$ cat config.mk
export PLATFORM = sky130hd
export DESIGN_NAME = team_08_wb_master_flat
export DESIGN_NICKNAME = d
export VERILOG_FILES = /design/src/rtl/team_08_wb_pkg.sv /design/src/rtl/team_08_wb_master_if.sv /design/src/rtl/team_08_wb_timeout.sv /design/src/rtl/team_08_wb_master.sv /design/src/flat_wrapper.sv
export SDC_FILE = /design/constraint.sdc
export NUM_CORES = 1
export LEC_CHECK = 0
export ABC_CLOCK_PERIOD_IN_PS = 3820
export CAP_MARGIN = 15
export CORE_MARGIN = 1
export CORE_UTILIZATION = 42
export CTS_CLUSTER_DIAMETER = 100
export DETAILED_ROUTE_END_ITERATION = 10
export GPL_ROUTABILITY_DRIVEN = 0
export GPL_TIMING_DRIVEN = 0
export PLACE_DENSITY = 0.84
export SYNTH_ARGS = -nofsm -noshare
export SYNTH_HDL_FRONTEND = slang
export SYNTH_SLANG_ARGS = --single-unit
$ cat constraint.sdc
create_clock -name clk_i -period 3.82 [get_ports clk_i]
set_input_delay 1.146 -clock clk_i [delete_from_list [all_inputs] [get_ports clk_i]]
set_output_delay 1.146 -clock clk_i [all_outputs]
set_load 0.01 [all_outputs]
$ cat src/rtl/team_08_wb_pkg.sv
// Shared types and bus widths for the team_08 Wishbone initiator.
// Latency: n/a (definitions only).
// Backpressure: n/a.
package team_08_wb_pkg;
    localparam int WB_ADR_W = 32;
    localparam int WB_DAT_W = 32;
    localparam int WB_SEL_W = 4;

    typedef enum logic [1:0] {
        IDLE = 2'd0,
        BUS  = 2'd1,
        RESP = 2'd2
    } wbm_state_t;
endpackage

$ cat src/rtl/team_08_wb_master_if.sv
// Command/response port plus Wishbone classic bus of the initiator.
// Latency: n/a (wiring only).
// Backpressure: cmd valid/ready in, held rsp valid/ready out.
interface team_08_wb_master_if;
    import team_08_wb_pkg::*;

    logic                cmd_valid_i;
    logic                cmd_ready_o;
    logic                cmd_we_i;
    logic [WB_ADR_W-1:0] cmd_adr_i;
    logic [WB_DAT_W-1:0] cmd_dat_i;
    logic [WB_SEL_W-1:0] cmd_sel_i;
    logic                rsp_valid_o;
    logic                rsp_ready_i;
    logic [WB_DAT_W-1:0] rsp_dat_o;
    logic                rsp_err_o;
    logic                cyc_o;
    logic                stb_o;
    logic                we_o;
    logic [WB_ADR_W-1:0] adr_o;
    logic [WB_DAT_W-1:0] dat_o;
    logic [WB_SEL_W-1:0] sel_o;
    logic [WB_DAT_W-1:0] dat_i;
    logic                ack_i;

    // Initiator side: the DUT.
    modport master (
        input  cmd_valid_i, cmd_we_i, cmd_adr_i, cmd_dat_i, cmd_sel_i,
        input  rsp_ready_i, dat_i, ack_i,
        output cmd_ready_o, rsp_valid_o, rsp_dat_o, rsp_err_o,
        output cyc_o, stb_o, we_o, adr_o, dat_o, sel_o
    );

    // Environment side: command source, response sink and bus slave.
    modport slave (
        output cmd_valid_i, cmd_we_i, cmd_adr_i, cmd_dat_i, cmd_sel_i,
        output rsp_ready_i, dat_i, ack_i,
        input  cmd_ready_o, rsp_valid_o, rsp_dat_o, rsp_err_o,
        input  cyc_o, stb_o, we_o, adr_o, dat_o, sel_o
    );
endinterface

$ cat src/rtl/team_08_wb_timeout.sv
// Saturating wait-cycle counter; expired flags the last allowed strobe cycle.
// Latency: expired is combinational from the registered count.
// Backpressure: none; en advances, clr restarts, count holds at its limit.
module team_08_wb_timeout #(
    parameter int TIMEOUT_CYCLES = 255
) (
    input  logic clk,
    input  logic rst,
    input  logic clr,
    input  logic en,
    output logic expired
);
    localparam int CNT_W = $clog2(TIMEOUT_CYCLES + 1);
    localparam logic [CNT_W-1:0] LAST = CNT_W'(TIMEOUT_CYCLES - 1);

    logic [CNT_W-1:0] count;

    // Count strobe cycles without ack; stop at the limit so it never wraps.
    always_ff @(posedge clk) begin
        if (rst || clr) begin
            count <= '0;
        end else if (en && (count != LAST)) begin
            count <= count + CNT_W'(1);
        end
    end

    assign expired = (count == LAST);
endmodule

$ cat src/rtl/team_08_wb_master.sv
// Single-transfer Wishbone classic initiator with timeout.
// Latency: accept->stb 1 cycle, ack->rsp_valid 1 cycle, 3 cycles min per transfer.
// Backpressure: cmd_ready only in IDLE; response held until rsp_ready.
module team_08_wb_master
    import team_08_wb_pkg::*;
#(
    parameter int TIMEOUT_CYCLES = 255
) (
    input  logic                clk_i,
    input  logic                rst_i,
    team_08_wb_master_if.master bus
);
    wbm_state_t          state;
    wbm_state_t          state_nxt;
    logic                lat_we;
    logic [WB_ADR_W-1:0] lat_adr;
    logic [WB_DAT_W-1:0] lat_dat;
    logic [WB_SEL_W-1:0] lat_sel;
    logic [WB_DAT_W-1:0] rsp_dat;
    logic                rsp_err;
    logic                expired;

    // Counter restarts on every IDLE cycle so each transfer gets a full budget.
    team_08_wb_timeout #(
        .TIMEOUT_CYCLES(TIMEOUT_CYCLES)
    ) u_timeout (
        .clk     (clk_i),
        .rst     (rst_i),
        .clr     (state == IDLE),
        .en      (state == BUS),
        .expired (expired)
    );

    // State register.
    always_ff @(posedge clk_i) begin
        if (rst_i) begin
            state <= IDLE;
        end else begin
            state <= state_nxt;
        end
    end

    // Next-state and handshake/strobe outputs; ack takes priority over timeout.
    always_comb begin
        state_nxt       = state;
        bus.cmd_ready_o = 1'b0;
        bus.cyc_o       = 1'b0;
        bus.stb_o       = 1'b0;
        bus.rsp_valid_o = 1'b0;
        case (state)
            IDLE: begin
                bus.cmd_ready_o = 1'b1;
                if (bus.cmd_valid_i) begin
                    state_nxt = BUS;
                end
            end
            BUS: begin
                bus.cyc_o = 1'b1;
                bus.stb_o = 1'b1;
                if (bus.ack_i || expired) begin
                    state_nxt = RESP;
                end
            end
            RESP: begin
                bus.rsp_valid_o = 1'b1;
                if (bus.rsp_ready_i) begin
                    state_nxt = IDLE;
                end
            end
            default: state_nxt = IDLE;
        endcase
    end

    // Latch the command on accept and capture the outcome when BUS ends.
    always_ff @(posedge clk_i) begin
        if (rst_i) begin
            lat_we  <= 1'b0;
            lat_adr <= '0;
            lat_dat <= '0;
            lat_sel <= '0;
            rsp_dat <= '0;
            rsp_err <= 1'b0;
        end else begin
            if ((state == IDLE) && bus.cmd_valid_i) begin
                lat_we  <= bus.cmd_we_i;
                lat_adr <= bus.cmd_adr_i;
                lat_dat <= bus.cmd_dat_i;
                lat_sel <= bus.cmd_sel_i;
            end
            if (state == BUS) begin
                if (bus.ack_i) begin
                    rsp_dat <= lat_we ? '0 : bus.dat_i;
                    rsp_err <= 1'b0;
                end else if (expired) begin
                    rsp_dat <= '0;
                    rsp_err <= 1'b1;
                end
            end
        end
    end

    // Bus fields come straight from the latch so they stay stable across waits.
    assign bus.we_o      = lat_we;
    assign bus.adr_o     = lat_adr;
    assign bus.dat_o     = lat_dat;
    assign bus.sel_o     = lat_sel;
    assign bus.rsp_dat_o = rsp_dat;
    assign bus.rsp_err_o = rsp_err;
endmodule

$ cat src/flat_wrapper.sv
// flat-port wrapper written by rule: the top's interface ports become plain ports
module team_08_wb_master_flat import team_08_wb_pkg::*;
#(
    parameter int TIMEOUT_CYCLES = 255
)
  (clk_i, rst_i, bus_cmd_valid_i, bus_cmd_we_i, bus_cmd_adr_i, bus_cmd_dat_i, bus_cmd_sel_i, bus_rsp_ready_i, bus_dat_i, bus_ack_i, bus_cmd_ready_o, bus_rsp_valid_o, bus_rsp_dat_o, bus_rsp_err_o, bus_cyc_o, bus_stb_o, bus_we_o, bus_adr_o, bus_dat_o, bus_sel_o);
  team_08_wb_master_if bus_i ();
  input  logic clk_i;
  input  logic rst_i;
  input wire logic [$bits(bus_i.cmd_valid_i)-1:0] bus_cmd_valid_i;
  input wire logic [$bits(bus_i.cmd_we_i)-1:0] bus_cmd_we_i;
  input wire logic [$bits(bus_i.cmd_adr_i)-1:0] bus_cmd_adr_i;
  input wire logic [$bits(bus_i.cmd_dat_i)-1:0] bus_cmd_dat_i;
  input wire logic [$bits(bus_i.cmd_sel_i)-1:0] bus_cmd_sel_i;
  input wire logic [$bits(bus_i.rsp_ready_i)-1:0] bus_rsp_ready_i;
  input wire logic [$bits(bus_i.dat_i)-1:0] bus_dat_i;
  input wire logic [$bits(bus_i.ack_i)-1:0] bus_ack_i;
  output wire logic [$bits(bus_i.cmd_ready_o)-1:0] bus_cmd_ready_o;
  output wire logic [$bits(bus_i.rsp_valid_o)-1:0] bus_rsp_valid_o;
  output wire logic [$bits(bus_i.rsp_dat_o)-1:0] bus_rsp_dat_o;
  output wire logic [$bits(bus_i.rsp_err_o)-1:0] bus_rsp_err_o;
  output wire logic [$bits(bus_i.cyc_o)-1:0] bus_cyc_o;
  output wire logic [$bits(bus_i.stb_o)-1:0] bus_stb_o;
  output wire logic [$bits(bus_i.we_o)-1:0] bus_we_o;
  output wire logic [$bits(bus_i.adr_o)-1:0] bus_adr_o;
  output wire logic [$bits(bus_i.dat_o)-1:0] bus_dat_o;
  output wire logic [$bits(bus_i.sel_o)-1:0] bus_sel_o;
  assign bus_i.cmd_valid_i = bus_cmd_valid_i;
  assign bus_i.cmd_we_i = bus_cmd_we_i;
  assign bus_i.cmd_adr_i = bus_cmd_adr_i;
  assign bus_i.cmd_dat_i = bus_cmd_dat_i;
  assign bus_i.cmd_sel_i = bus_cmd_sel_i;
  assign bus_i.rsp_ready_i = bus_rsp_ready_i;
  assign bus_i.dat_i = bus_dat_i;
  assign bus_i.ack_i = bus_ack_i;
  assign bus_cmd_ready_o = bus_i.cmd_ready_o;
  assign bus_rsp_valid_o = bus_i.rsp_valid_o;
  assign bus_rsp_dat_o = bus_i.rsp_dat_o;
  assign bus_rsp_err_o = bus_i.rsp_err_o;
  assign bus_cyc_o = bus_i.cyc_o;
  assign bus_stb_o = bus_i.stb_o;
  assign bus_we_o = bus_i.we_o;
  assign bus_adr_o = bus_i.adr_o;
  assign bus_dat_o = bus_i.dat_o;
  assign bus_sel_o = bus_i.sel_o;
  team_08_wb_master #(.TIMEOUT_CYCLES(TIMEOUT_CYCLES)) u_core (.clk_i(clk_i), .rst_i(rst_i), .bus(bus_i));
endmodule
==> results of run 1 <==
[power breakdown]
group          switching [W]  total [W]  internal, W
registers          0.0000327    0.00126      0.00123
logic               0.000207   0.000464     0.000257
clock network       0.000428   0.000681     0.000253
total               0.000668    0.00241      0.00174
[cells in the mapped netlist, drive strengths merged, types with 2 or more instances]
| library cell | number |
|---|---|
| ha | 2 |
| or3 | 2 |
| nand3 | 3 |
| buf | 20 |
| o31ai | 2 |
| o21a | 2 |
| nand2 | 176 |
| o21ai | 34 |
| dfxtp | 112 |
| clkbuf | 19 |
| xor2 | 2 |
| a21oi | 103 |
| o211ai | 3 |
| nor2 | 9 |
[final cells by class]
class | instances | share of cell area [%]
timing repair buffer | 210 | 32.17
inverter | 2 | 0.1340
clock inverter | 7 | 0.9766
clock buffer | 9 | 1.896
buffer | 39 | 2.853
multi-input combinational | 353 | 25.18
sequential | 112 | 34.32
tap | 129 | 2.470
[worst max-delay path: stages (launching register included)]
cell	delay [ns]
sky130_fd_sc_hd__dfxtp_1	0.41
sky130_fd_sc_hd__nand2b_1	0.12
sky130_fd_sc_hd__buf_2	0.24
sky130_fd_sc_hd__clkinv_2	0.16
sky130_fd_sc_hd__buf_4	0.15
sky130_fd_sc_hd__clkdlybuf4s50_1	0.46
[layout by cell type (no fill, tap or decap), drive strengths merged, types with 2 or more instances in the layout]
cell type      synthesis  routed
clkdlybuf4s50          0     210
nand2                176     176
dfxtp                112     112
a21oi                103     103
o21ai                 34      34
clkbuf                19      28
buf                   20      20
nor2                   9       9
inv                    1       4
clkinv                 1       4
nand3                  3       3
o211ai                 3       3
o21a                   2       2
or3                    2       2
xor2                   2       2
o31ai                  2       2
ha                     2       2
[logic make-up (layout without fill, tap and decap cells)]
| kind of cell | Yosys count | in the layout | synth area share [%] |
|---|---|---|---|
| compound gates | 147 | 147 | 18.97 |
| xor+xnor | 3 | 3 | 0.6437 |
| fa+ha+maj | 2 | 2 | 0.6128 |
| buf+inv | 41 | 267 | 4.780 |
| flops | 112 | 112 | 54.92 |
| simple gates | 201 | 201 | 20.07 |
[flip-flops by register name, indices dropped and copies added, names as in the netlist]
signal                  flops
u_core.bus.adr_o           32
u_core.u_timeout.count      8
u_core.bus.rsp_dat_o       32
u_core.bus.we_o             1
u_core.bus.rsp_err_o        1
u_core.bus.dat_o           32
u_core.state                2
u_core.bus.sel_o            4
[routing by layer]
layer	global-route usage, %	vias up	share of wire, %
li1	-	2112	-
met1	27.65	1945	41
met2	42.20	176	48
met3	6.727	28	7.9
met4	9.810	0	2.7
met5	0	-	0
[worst max path at each step]
| stage | end | slack [ns] | cells after the start |
|---|---|---|---|
| after floorplan | u_core.u_timeout.count[4] | 1.62 | 5 |
| after global placement | u_core.bus.rsp_dat_o[21] | 1.19 | 5 |
| after detailed placement | u_core.bus.rsp_dat_o[21] | 1.13 | 5 |
| after CTS | bus_stb_o | 0.75 | 5 |
| after global routing | bus_stb_o | 0.67 | 5 |
| final | bus_stb_o | 0.77 | 5 |
[through the flow]
stage | hold slack [ns] | power (W) | utilization (%)
floorplan | 0.4716 | 0.001468 | -
global placement | 0.4414 | 0.001741 | 68.03
detailed placement | 0.4462 | 0.001754 | 68.03
CTS | 0.4616 | 0.002422 | 70.05
global route | 0.4806 | 0.002516 | 70.05
finish | 0.4614 | 0.002407 | 70.05
==> qor_table.md, run 1 <==
| Stage | Parameter | This run |
|---|---|---|
| critical path | Worst R2R Start | u_core.u_timeout.count[0] |
| die | Die Outline Area | 10,120 um^2 |
| die | Number of placement rows | 35 |
| grt | Pin count of the biggest net entering global routing | 21 |
| synth | Post-synthesis net count | 614 |
| route | Via density | 4.949 |
| synth | Proportion of netlist area held by the largest area contributor | 54.92% |
| sta | Relative slew slack | 63.68% |
| die | Initial core utilization | 43.77% |
| min path | Hold Crit Class | register to register |
| place | Number of cells after detailed placement | 845 |
| pwr | Total power density per cell area | 368.4 nW/um^2 |
| synth | Number of enable flip-flop cells after synthesis | 0 |
| critical path | Data required time of the worst path | 2.67 ns |
| sta | Final worst-path setup slack | 0.7669 ns |
| cells and area | Area of all placed cells without fillers | 6534 um^2 |
| synth | Cells after synthesis | 506 |
| die | Placeable Area | 9328 um^2 |
| cts | Worst-Skew Late Latency | 0.37 ns |
| place | # port buffers | 210 |
| synth | Area contributors post-synth | sky130_fd_sc_hd__dfxtp_1 (55%), sky130_fd_sc_hd__nand2_1 (16%), sky130_fd_sc_hd__a21oi_1 (13%) |
| critical path | Element type at the critical path start | register |
| cts | Number of gates resized after CTS | 0 |
| sta | Setup total negative slack | 0 ns |
| run | Reported max-cap violation count | 0 |
| grt | All-layer global routing usage | 24.09% |
| cts | CTS H-tree depth | 3 |
| die | Number of ports placed on the die boundary | 212 |
| pwr | Leakage power | 2.371 nW |
| synth | YS warnings | 0 |
| sta | Unrepaired setup endpoints after global routing | false |
| grt | Number of global-route vias before repair | 4,122 |
| critical path | Arrival time of data at the critical path endpoint | 1.91 ns |
| die | Chip Width | 100.6 um |
| route | Remaining routing DRC violations | 0 |
| critical path | Origin of the worst setup path | u_core.state[1] |
| route | DR pass1 iterations | 4 |
| cells and area | Post-layout net count | 835 |
| cells and area | Total inserted antenna cells | 0 |
| route | Wire length reported by the detailed router | 12.27 mm |
| cells and area | Area growth from synthesis to layout | 60.04% |
| grt | Wire length of the first global-routing pass | 19.17 mm |
| min path | WHS Endpoint | u_core.bus.adr_o[23] |
| sta | Maximum achievable frequency | 0.3275 GHz |
| cts | # clock sinks | 112 |
| cts | Cts bufs inserted | 9 |
| sta | Setup Skew | 0.01457 ns |
| cts | Clock-pin slew reported for the worst setup and hold paths after clock tree synthesis | 0.11 ns |
| synth | Synth area leader | sky130_fd_sc_hd__dfxtp_1 |
| sta | Tmin final | 3.053 ns |
| cts | Number of hold-repair buffers added at the cts stage | 0 |
| cells and area | Multi-input gate area in the final layout | 1645 um^2 |
| grt | Number of antenna violations at the first check in global routing | 0 |
| synth | Seq cells post-synth | 112 |
| critical path | CP Capture Type | primary output |
| synth | Synthesized area per cell | 8.069 um^2 |
| place | Post-placement worst setup slack | 1.127 ns |
| die | Die Ht | 100.6 um |
| cells and area | Filler instances | 765 |
| sta | Number of pins with negative max-slew slack in the final report | 0 |
| sta | Transition time of the tightest slew-check pin | 0.5447 ns |
| cells and area | Ratio of cells with drive above 1 in the final layout | 5.874% |
| synth | Most common flop cell mapped by yosys | sky130_fd_sc_hd__dfxtp_1 |
| synth | Fraction of registers with async set or reset after synthesis | 0% |
| grt | Overflow after GRT | 0 |
| min path | Hold path cells | 2 |
| min path | Worst min-delay path startpoint | u_core.bus.adr_o[23] |
| route | Count of vias placed by the detailed router | 4,261 |
| place | Post-detailed-placement cell area | 6346 um^2 |
| critical path | Crit Path Category | register to primary output |
| sta | Count of endpoints failing setup in the final report | 0 |
| sta | Final period util | 79.93% |
| cells and area | Number of cells in the finished layout apart from fillers | 861 |
| cts | TritonCTS clock tree | yes |
| synth | Area of the mapped netlist | 4083 um^2 |
| synth | Sequential share of the synthesized area | 54.92% |
| route | Detailed router's first-iteration violation count | 138 |
| critical path | Critical register-to-register path endpoint | u_core.bus.rsp_dat_o[21] |
| pwr | Maximum resistive drop on vdd | 252.6 uV |
| critical path | Length in cells of the worst reg-to-reg path | 7 |
| synth | Number of distinct library cells after synthesis | 38 |
| critical path | Minimum setup slack among reg-to-reg paths | 2.00 ns |
| cells and area | Total area of sequential cells | 2242 um^2 |
| cts | Number of buffers on the longest clock path | 2 |
| route | Antenna Violating Nets Remaining | 0 |
| status | Run status | completed |
| place | Detail Placement HPWL | 9.415 mm |
| sta | Final Hold Violating Endpoints | 0 |
| cts | CTS Root Cell | sky130_fd_sc_hd__clkbuf_8 |
| cts | Number of setup buffers added after CTS | 0 |
| route | DR WL/cell | 14.25 um |
| critical path | Critical-path maximum fanout | 10 |
No activity file was read; power rests on OpenSTA's default activity.
==> run 2: changes to the inputs <==
Settings changed: ABC_CLOCK_PERIOD_IN_PS 3820 to 2700, CORE_UTILIZATION 42 to 36, PLACE_DENSITY 0.84 to 0.77.
Clock period 3.82 ns to 2.7 ns, I/O delays scaled along.
==> qor_table.md, run 2 (synthesized netlist as in run 1, its figures left out) <==
| Stage | Parameter | This run |
|---|---|---|
| sta | Number of pins with negative max-slew slack in the final report | 0 |
| critical path | CP max-delay cell | sky130_fd_sc_hd__clkdlybuf4s50_1 |
| grt | Pin count of the biggest net entering global routing | 19 |
| grt | Number of antenna violations at the first check in global routing | 0 |
| pwr | Leakage power | 2.415 nW |
| route | Count of vias placed by the detailed router | 4,266 |
| cts | Number of hold-repair buffers added at the cts stage | 0 |
| sta | Count of endpoints failing setup in the final report | 0 |
| sta | Setup total negative slack | 0 ns |
| place | # port buffers | 210 |
| sta | Tmin final | 2.545 ns |
| grt | Wire length of the first global-routing pass | 19.22 mm |
| die | Number of ports placed on the die boundary | 212 |
| cts | CTS Root Cell | sky130_fd_sc_hd__clkbuf_16 |
| sta | Maximum achievable frequency | 0.3929 GHz |
| sta | Setup Skew | 0.009905 ns |
| sta | Final Hold Violating Endpoints | 0 |
| cts | Number of buffers on the longest clock path | 2 |
| pwr | Sequential group share of total power | 48.2% |
| sta | Unrepaired setup endpoints after global routing | false |
| status | Run status | completed |
| critical path | Crit Path Category | register to primary output |
| route | Wire length reported by the detailed router | 12.48 mm |
| cts | Number of setup buffers added after CTS | 0 |
| cts | TritonCTS clock tree | yes |
| sta | Relative slew slack | 64.85% |
| pwr | Switching part of the total | 25.52% |
| pwr | Net switching power figure | 0.0009456 W |
| critical path | CP Capture Type | primary output |
| die | Die Ht | 108.5 um |
| critical path | Crit path cell chain | nand2b_1 -> buf_4 -> inv_4 -> buf_4 -> clkdlybuf4s50_1 |
| critical path | Element type at the critical path start | register |
| place | Detail Placement HPWL | 9.515 mm |
| pwr | Internal power contribution | 0.002760 W |
| die | Chip Width | 108.5 um |
| cts | Clock-pin slew reported for the worst setup and hold paths after clock tree synthesis | 0.07 ns |
| cells and area | Area of all placed cells without fillers | 6644 um^2 |
| cts | Cts bufs inserted | 9 |
| cells and area | Total inserted antenna cells | 0 |
| grt | Overflow after GRT | 0 |
| critical path | Highest cell delay on the worst timing path | 0.51 ns |
| pwr | Maximum resistive drop on vdd | 319.7 uV |
| pwr | Total power density per cell area | 557.7 nW/um^2 |
| cells and area | Number of cells in the finished layout apart from fillers | 871 |
| route | DR WL/cell | 14.33 um |
| die | Die Outline Area | 11,770 um^2 |
| route | Via density | 4.898 |
| route | DR pass1 iterations | 4 |
| cells and area | Commonest cells after routing, fill and taps aside | sky130_fd_sc_hd__clkdlybuf4s50_1 (210), sky130_fd_sc_hd__nand2_1 (176), sky130_fd_sc_hd__dfxtp_1 (112) |
| critical path | Minimum setup slack among reg-to-reg paths | 0.89 ns |
| route | Remaining routing DRC violations | 0 |
| sta | Final period util | 94.27% |
| cts | # clock sinks | 112 |
| pwr | Clock group share of total power | 34.0% |
| critical path | Critical-path maximum fanout | 10 |
| cells and area | Total area of sequential cells | 2242 um^2 |
| cells and area | Most common cell after layout, fill and taps aside | sky130_fd_sc_hd__clkdlybuf4s50_1 |
| cells and area | Post-layout net count | 835 |
| place | Post-detailed-placement cell area | 6360 um^2 |
| cells and area | Filler instances | 1,008 |
| cells and area | Multi-input gate area in the final layout | 1645 um^2 |
| place | Number of cells after detailed placement | 856 |
| critical path | CP most frequent cell | sky130_fd_sc_hd__buf_4 |
| die | Placeable Area | 10,940 um^2 |
| die | Initial core utilization | 37.33% |
| pwr | Power after layout | 0.003705 W |
| route | Detailed router's first-iteration violation count | 234 |
| route | Antenna Violating Nets Remaining | 0 |
| min path | Hold Crit Class | register to register |
| cells and area | Ratio of cells with drive above 1 in the final layout | 5.746% |
| critical path | Length in cells of the worst reg-to-reg path | 7 |
| run | Reported max-cap violation count | 0 |
| critical path | Arrival time of data at the critical path endpoint | 1.74 ns |
| die | Number of placement rows | 38 |
| min path | Hold path cells | 2 |
| grt | Number of global-route vias before repair | 4,067 |
| cells and area | Area growth from synthesis to layout | 62.73% |
| sta | Transition time of the tightest slew-check pin | 0.5273 ns |
| grt | All-layer global routing usage | 20.81% |
| pwr | Fraction of power consumed by combinational cells | 17.8% |
| critical path | Data required time of the worst path | 1.89 ns |
| cts | CTS H-tree depth | 3 |
| cts | Worst-Skew Late Latency | 0.34 ns |
==> run 2: changes by cell type in the layout (fill, tap and decap cells not counted), sizes merged <==
cell    delta
clkbuf     +1
clkinv     -2
==> run 2: path summary, 6_finish.rpt <==
path,to,from
max,bus_stb_o,u_core.state[1]
min,u_core.bus.adr_o[31],u_core.bus.adr_o[31]
max reg2reg,u_core.bus.rsp_dat_o[21],u_core.u_timeout.count[0]
min reg2reg,u_core.bus.adr_o[31],u_core.bus.adr_o[31]
==> run 2: critical path: cells and delay by family, from the launching register on <==
kind / cells / cell delay [ns]
flip-flops: 1 / 0.34
buffers and inverters: 4 / 0.90
AND/OR/NAND/NOR: 1 / 0.15
==> run 2: metal layers <==
layer | part of all wire, % | wire length [um] | GRT usage (%)
met1 | 41 | 5107 | 24.04
met5 | 0 | 0 | 0
met2 | 48 | 6016 | 36.08
met4 | 2.4 | 300 | 8.494
met3 | 8.4 | 1054 | 5.726
==> run 2: repair_timing <==
item,CTS,global route
setup endpoints to repair,1,1
endpoints found under the hold margin,0,0
gates resized for setup,1,1
==> run 2: power by group through the flow <==
stage / logic (W) / registers [W] / clock network, W
after floorplan: 0.000218 / 0.00186 / 0
after global routing: 0.000718 / 0.00179 / 0.00137
after global placement: 0.000649 / 0.00182 / 0
after detailed placement: 0.000661 / 0.00182 / 0
after CTS: 0.000665 / 0.00178 / 0.00130
final: 0.000660 / 0.00178 / 0.00126
==> run 2: layout make-up <==
| class | count | share of cell area (%) |
|---|---|---|
| Inverter | 2 | 0.1507 |
| Sequential cell | 112 | 33.75 |
| Timing Repair Buffer | 210 | 31.64 |
| Buffer | 39 | 2.844 |
| Multi-Input combinational cell | 353 | 24.76 |
| Tap cell | 140 | 2.637 |
| Clock buffer | 10 | 3.597 |
| Clock inverter | 5 | 0.6215 |
==> run 2: stage by stage <==
step                      hold WS [ns]  setup slack (ns)  util (%)
after floorplan                 0.4716            0.8333         -
after global placement          0.4421            0.3617     58.16
after detailed placement        0.4474            0.3520     58.16
after CTS                       0.4582           0.07168     60.74
after global routing            0.4696           0.07964     60.76
final                           0.4535            0.1546     60.76
==> run 3: changes to the inputs <==
Settings changed: CORE_ASPECT_RATIO set to 1.75, CORE_UTILIZATION 36 to 30, PLACE_DENSITY 0.77 to 0.66, SLEW_MARGIN set to 30.
==> qor_table.md, run 3 (synthesized netlist as in run 1, its figures left out) <==
| Stage | Parameter | This run |
|---|---|---|
| cells and area | Most common cell after layout, fill and taps aside | sky130_fd_sc_hd__clkdlybuf4s50_1 |
| cts | CTS H-tree depth | 3 |
| critical path | Critical-path maximum fanout | 10 |
| cts | # clock sinks | 112 |
| cts | Number of buffers on the longest clock path | 2 |
| status | Run status | completed |
| route | DR pass1 iterations | 4 |
| sta | Tmin final | 2.597 ns |
| sta | Final Hold Violating Endpoints | 0 |
| place | Number of cells after detailed placement | 890 |
| grt | Overflow after GRT | 0 |
| route | Antenna Violating Nets Remaining | 0 |
| cells and area | Total inserted antenna cells | 0 |
| grt | Number of antenna violations at the first check in global routing | 0 |
| grt | All-layer global routing usage | 18.52% |
| grt | Number of global-route vias before repair | 4,296 |
| cells and area | Post-layout net count | 835 |
| sta | Setup total negative slack | 0 ns |
| cells and area | Ratio of cells with drive above 1 in the final layout | 5.874% |
| cells and area | Area growth from synthesis to layout | 63.93% |
| pwr | Total power density per cell area | 555.8 nW/um^2 |
| cells and area | Multi-input gate area in the final layout | 1645 um^2 |
| critical path | Element type at the critical path start | register |
| die | Placeable Area | 13,310 um^2 |
| sta | Unrepaired setup endpoints after global routing | false |
| critical path | Arrival time of data at the critical path endpoint | 1.79 ns |
| die | Number of placement rows | 56 |
| cts | Clock-pin slew reported for the worst setup and hold paths after clock tree synthesis | 0.08 ns |
| place | # port buffers | 210 |
| cts | Number of hold-repair buffers added at the cts stage | 0 |
| cts | Number of setup buffers added after CTS | 0 |
| pwr | Maximum resistive drop on vdd | 294.3 uV |
| die | Number of ports placed on the die boundary | 212 |
| cells and area | Total area of sequential cells | 2242 um^2 |
| cts | TritonCTS clock tree | yes |
| die | Die Ht | 156.3 um |
| grt | Wire length of the first global-routing pass | 20.76 mm |
| die | Initial core utilization | 30.67% |
| sta | Setup Skew | 0.005412 ns |
| die | Die Outline Area | 14,100 um^2 |
| cells and area | Filler instances | 1,262 |
| sta | Count of endpoints failing setup in the final report | 0 |
| sta | Relative slew slack | 63.60% |
| place | Detail Placement HPWL | 10.24 mm |
| cts | Worst-Skew Late Latency | 0.34 ns |
| min path | Hold Crit Class | register to register |
| critical path | CP Capture Type | primary output |
| route | Detailed router's first-iteration violation count | 159 |
| critical path | Data required time of the worst path | 1.89 ns |
| sta | Transition time of the tightest slew-check pin | 0.5460 ns |
| sta | Number of pins with negative max-slew slack in the final report | 0 |
| cells and area | Commonest cells after routing, fill and taps aside | sky130_fd_sc_hd__clkdlybuf4s50_1 (210), sky130_fd_sc_hd__nand2_1 (176), sky130_fd_sc_hd__dfxtp_1 (112) |
| cells and area | Number of cells in the finished layout apart from fillers | 906 |
| route | Via density | 4.634 |
| cts | Cts bufs inserted | 9 |
| run | Reported max-cap violation count | 0 |
| route | Wire length reported by the detailed router | 13.06 mm |
| sta | Final period util | 96.17% |
| sta | Maximum achievable frequency | 0.3851 GHz |
| cts | Number of gates resized after CTS | 0 |
| route | Remaining routing DRC violations | 0 |
| pwr | Leakage power | 2.415 nW |
| critical path | Crit Path Category | register to primary output |
| route | DR WL/cell | 14.41 um |
| grt | Pin count of the biggest net entering global routing | 20 |
| cts | CTS Root Cell | sky130_fd_sc_hd__clkbuf_16 |
| die | Chip Width | 90.19 um |
| route | Count of vias placed by the detailed router | 4,198 |
-- run 3: per-layer routing --
| layer | track usage, % | wire [um] |
|---|---|---|
| met4 | 5.914 | 181 |
| met3 | 4.810 | 764 |
| met2 | 37.55 | 7357 |
| met1 | 17.74 | 4753 |
| met5 | 0 | 0 |
-- run 3: critical path, stage by stage, from the launching register on --
cell	delay (ns)
sky130_fd_sc_hd__dfxtp_1	0.39
sky130_fd_sc_hd__nand2b_1	0.12
sky130_fd_sc_hd__clkbuf_4	0.21
sky130_fd_sc_hd__clkinv_2	0.13
sky130_fd_sc_hd__buf_4	0.15
sky130_fd_sc_hd__clkdlybuf4s50_1	0.46
-- run 3: cell type report --
class,count,area share (%)
sequential,112,33.50
timing repair buffer,210,31.41
multi-input combinational,353,24.58
clock buffer,10,3.571
tap,174,3.253
buffer,39,2.823
clock inverter,6,0.7291
inverter,2,0.1309
-- run 3: metrics by stage --
step                area (um^2)  setup WS [ns]  utilization [%]  total power (W)  hold slack (ns)
floorplan                  4083         0.8333                -         0.002077           0.4716
finish                     6693         0.1034            50.27         0.003720           0.4546
global route               6693       0.008775            50.27         0.003896           0.4714
CTS                        6690        0.01869            50.25         0.003778           0.4571
global placement           6402         0.3536            48.09         0.002473           0.4422
detailed placement         6402         0.3231            48.09         0.002489           0.4465
-- run 3: worst paths after layout --
path                                                 from                        to  slack (ns)  cells after the start
worst max-delay path                      u_core.state[1]                 bus_stb_o        0.10                      5
worst min-delay path                 u_core.bus.dat_o[19]      u_core.bus.dat_o[19]        0.45                      2
worst max register to register  u_core.u_timeout.count[0]  u_core.bus.rsp_dat_o[18]        0.88                      7
worst min register to register       u_core.bus.dat_o[19]      u_core.bus.dat_o[19]        0.45                      2
-- run 3: power breakdown --
part / total [W] / internal [W] / switching (W)
clock: 0.00127 / 0.000663 / 0.000611
combinational: 0.000660 / 0.000364 / 0.000296
sequential: 0.00178 / 0.00174 / 0.0000463
==> edit, RTL diff (config.mk and constraints of run 3) <==
Encoding of `wbm_state_t`: now one-hot (3 bits for 3 states).
--- a/src/rtl/team_08_wb_pkg.sv
+++ b/src/rtl/team_08_wb_pkg.sv
@@ -7,8 +7,8 @@
     localparam int WB_SEL_W = 4;
 
-    typedef enum logic [1:0] {
-        IDLE = 2'd0,
-        BUS  = 2'd1,
-        RESP = 2'd2
+    typedef enum logic [2:0] {
+        IDLE = 3'b001,
+        BUS  = 3'b010,
+        RESP = 3'b100
     } wbm_state_t;
 endpackage
Behaviour: no difference found for any inputs over 10 cycles, from zero or initial values and one cycle with rst_i high; not proved beyond that.
==> edit against run 3 <==
- global-route usage shrank 0.070 points
- routed wire length is 5.5% lower
- setup slack worse by 0.037 ns
- final area rose by 3.1%
- total power up 25%
- register-to-register slack worse by 0.19 ns
- area after synthesis down 3.5%
- synthesized cell count decreased by 13%
- sequential cell count increased by 1
- combinational power decreased by 13%
==> edit: results (changes against run 3) <==
outcome - completed
Worst Path Max Fanout - 5 (-5)
top post-synthesis cells by area - dfxtp_1 (57%), nand2_1 (13%), a21oi_1 (9.3%)
vias in the first global route - 4028 (-6.2%)
proportion of layout cells with a drive suffix above 1 - 8.19% (+2.3 points)
crit-path max cell delay - 0.63 ns (+0.17 ns)
Total GRT Usage - 18.5% (-0.070 points)
syn nets - 549 (-11%)
FFs w/ async S/R, synth - 0% (unchanged)
first-pass GRT wire length - 19.2 mm (-7.6%)
FF-to-FF setup slack - 0.69 ns (-0.19 ns)
Leak Pwr - 2.57 nW (+6.6%)
clk slew on worst S/H paths - 0.06 ns (-0.02 ns)
CTS Buf Count - 17 (+8)
worst hold slack - 0.451 ns (-0.00336 ns)
WL/cell - 14.4 um (about the same)
Critical Path AT - 1.82 ns (+0.03 ns)
FF-to-FF End - u_core.bus.rsp_dat_o[26]
Skew-Pair Late Insertion Delay - 0.40 ns (+0.06 ns)
H-Tree Depth - 4 (+1)
dpl ws - 0.102 ns (-0.221 ns)
worst hold endpoint - u_core.bus.dat_o[14]
worst vdd ir - 0.000387 V (+31%)
top post-synthesis cells by count - nand2_1 (141), dfxtp_1 (113), a21oi_1 (73), a22o_1 (32)
pin count of the biggest net entering global routing - 17 (-15%)
Port Buffer Count - 211 (+0.48%)
min-delay src - u_core.bus.dat_o[14]
Netlist cell types - 33 (-13%)
hpwl dp - 9.41 mm (-8.1%)
Seq/Total Area, Yosys - 57.4% (+2.5 points)
slew margin rel. - 61.0% (-2.6 points)
[edit: worst max-delay path by stage]
| stage | from | to | slack (ns) | depth (start not counted) |
|---|---|---|---|---|
| 4_1_cts | u_core.state[1] | bus_stb_o | 0.03 | 4 |
| 3_5_place_dp | rst_i | u_core.bus.adr_o[8] | 0.10 | 4 |
| 2_1_floorplan | u_core.state[1] | bus_stb_o | 0.91 | 3 |
| 3_3_place_gp | rst_i | u_core.bus.adr_o[11] | 0.13 | 4 |
| 5_1_grt | u_core.state[0] | bus_cmd_ready_o | -0.03 | 2 |
| 6_report | u_core.state[0] | bus_cmd_ready_o | 0.07 | 2 |
[edit: cells by family after synthesis]
| group | count (synthesis) | synth area share (%) |
|---|---|---|
| simple gates | 172 | 18.3 |
| compound gates | 116 | 18.3 |
| flops | 113 | 57.4 |
| buf+inv | 33 | 4.16 |
| xor+xnor | 5 | 1.11 |
| fa+ha+maj | 2 | 0.635 |
[edit: area by class of cell]
class	count	area, um^2
Buffer	32	166
Clock inverter	12	159
Clock buffer	19	453
Fill cell	1234	5970
Inverter	1	3.75
Sequential cell	113	2260
Timing Repair Buffer	212	2120
Tap cell	171	214
Multi-Input combinational cell	295	1520
[edit: metrics by stage]
| step | area [um^2] | instances |
|---|---|---|
| after floorplan | 3940 | 441 |
| after global placement | 6270 | 823 |
| after detailed placement | 6270 | 823 |
| after CTS | 6900 | 855 |
| after global routing | 6900 | 855 |
| final | 6900 | 855 |
[edit: tightest hold or removal path: stages (launching register included)]
cell and delay, ns:
dfxtp_1 0.31, nand2_1 0.05, a21oi_1 0.05
[edit: layer usage]
layer,share of wire [%],track usage [%]
met1,36,17.4
met2,54,34.9
met3,7.8,5.85
met4,2.1,8.14
met5,0,0
[edit: what timing repair did]
item                       in CTS  in global routing
pin swaps                       0                  1
setup endpoints to repair       2                  3
setup buffers                   1                  0
hold buffers                    0                  0
resized for setup               3                  2
[edit: where the power goes]
group / internal, mW / switching [mW]
clock network: 1.50 / 0.789
logic: 0.330 / 0.245
registers: 1.75 / 0.0410
total: 3.57 / 1.07
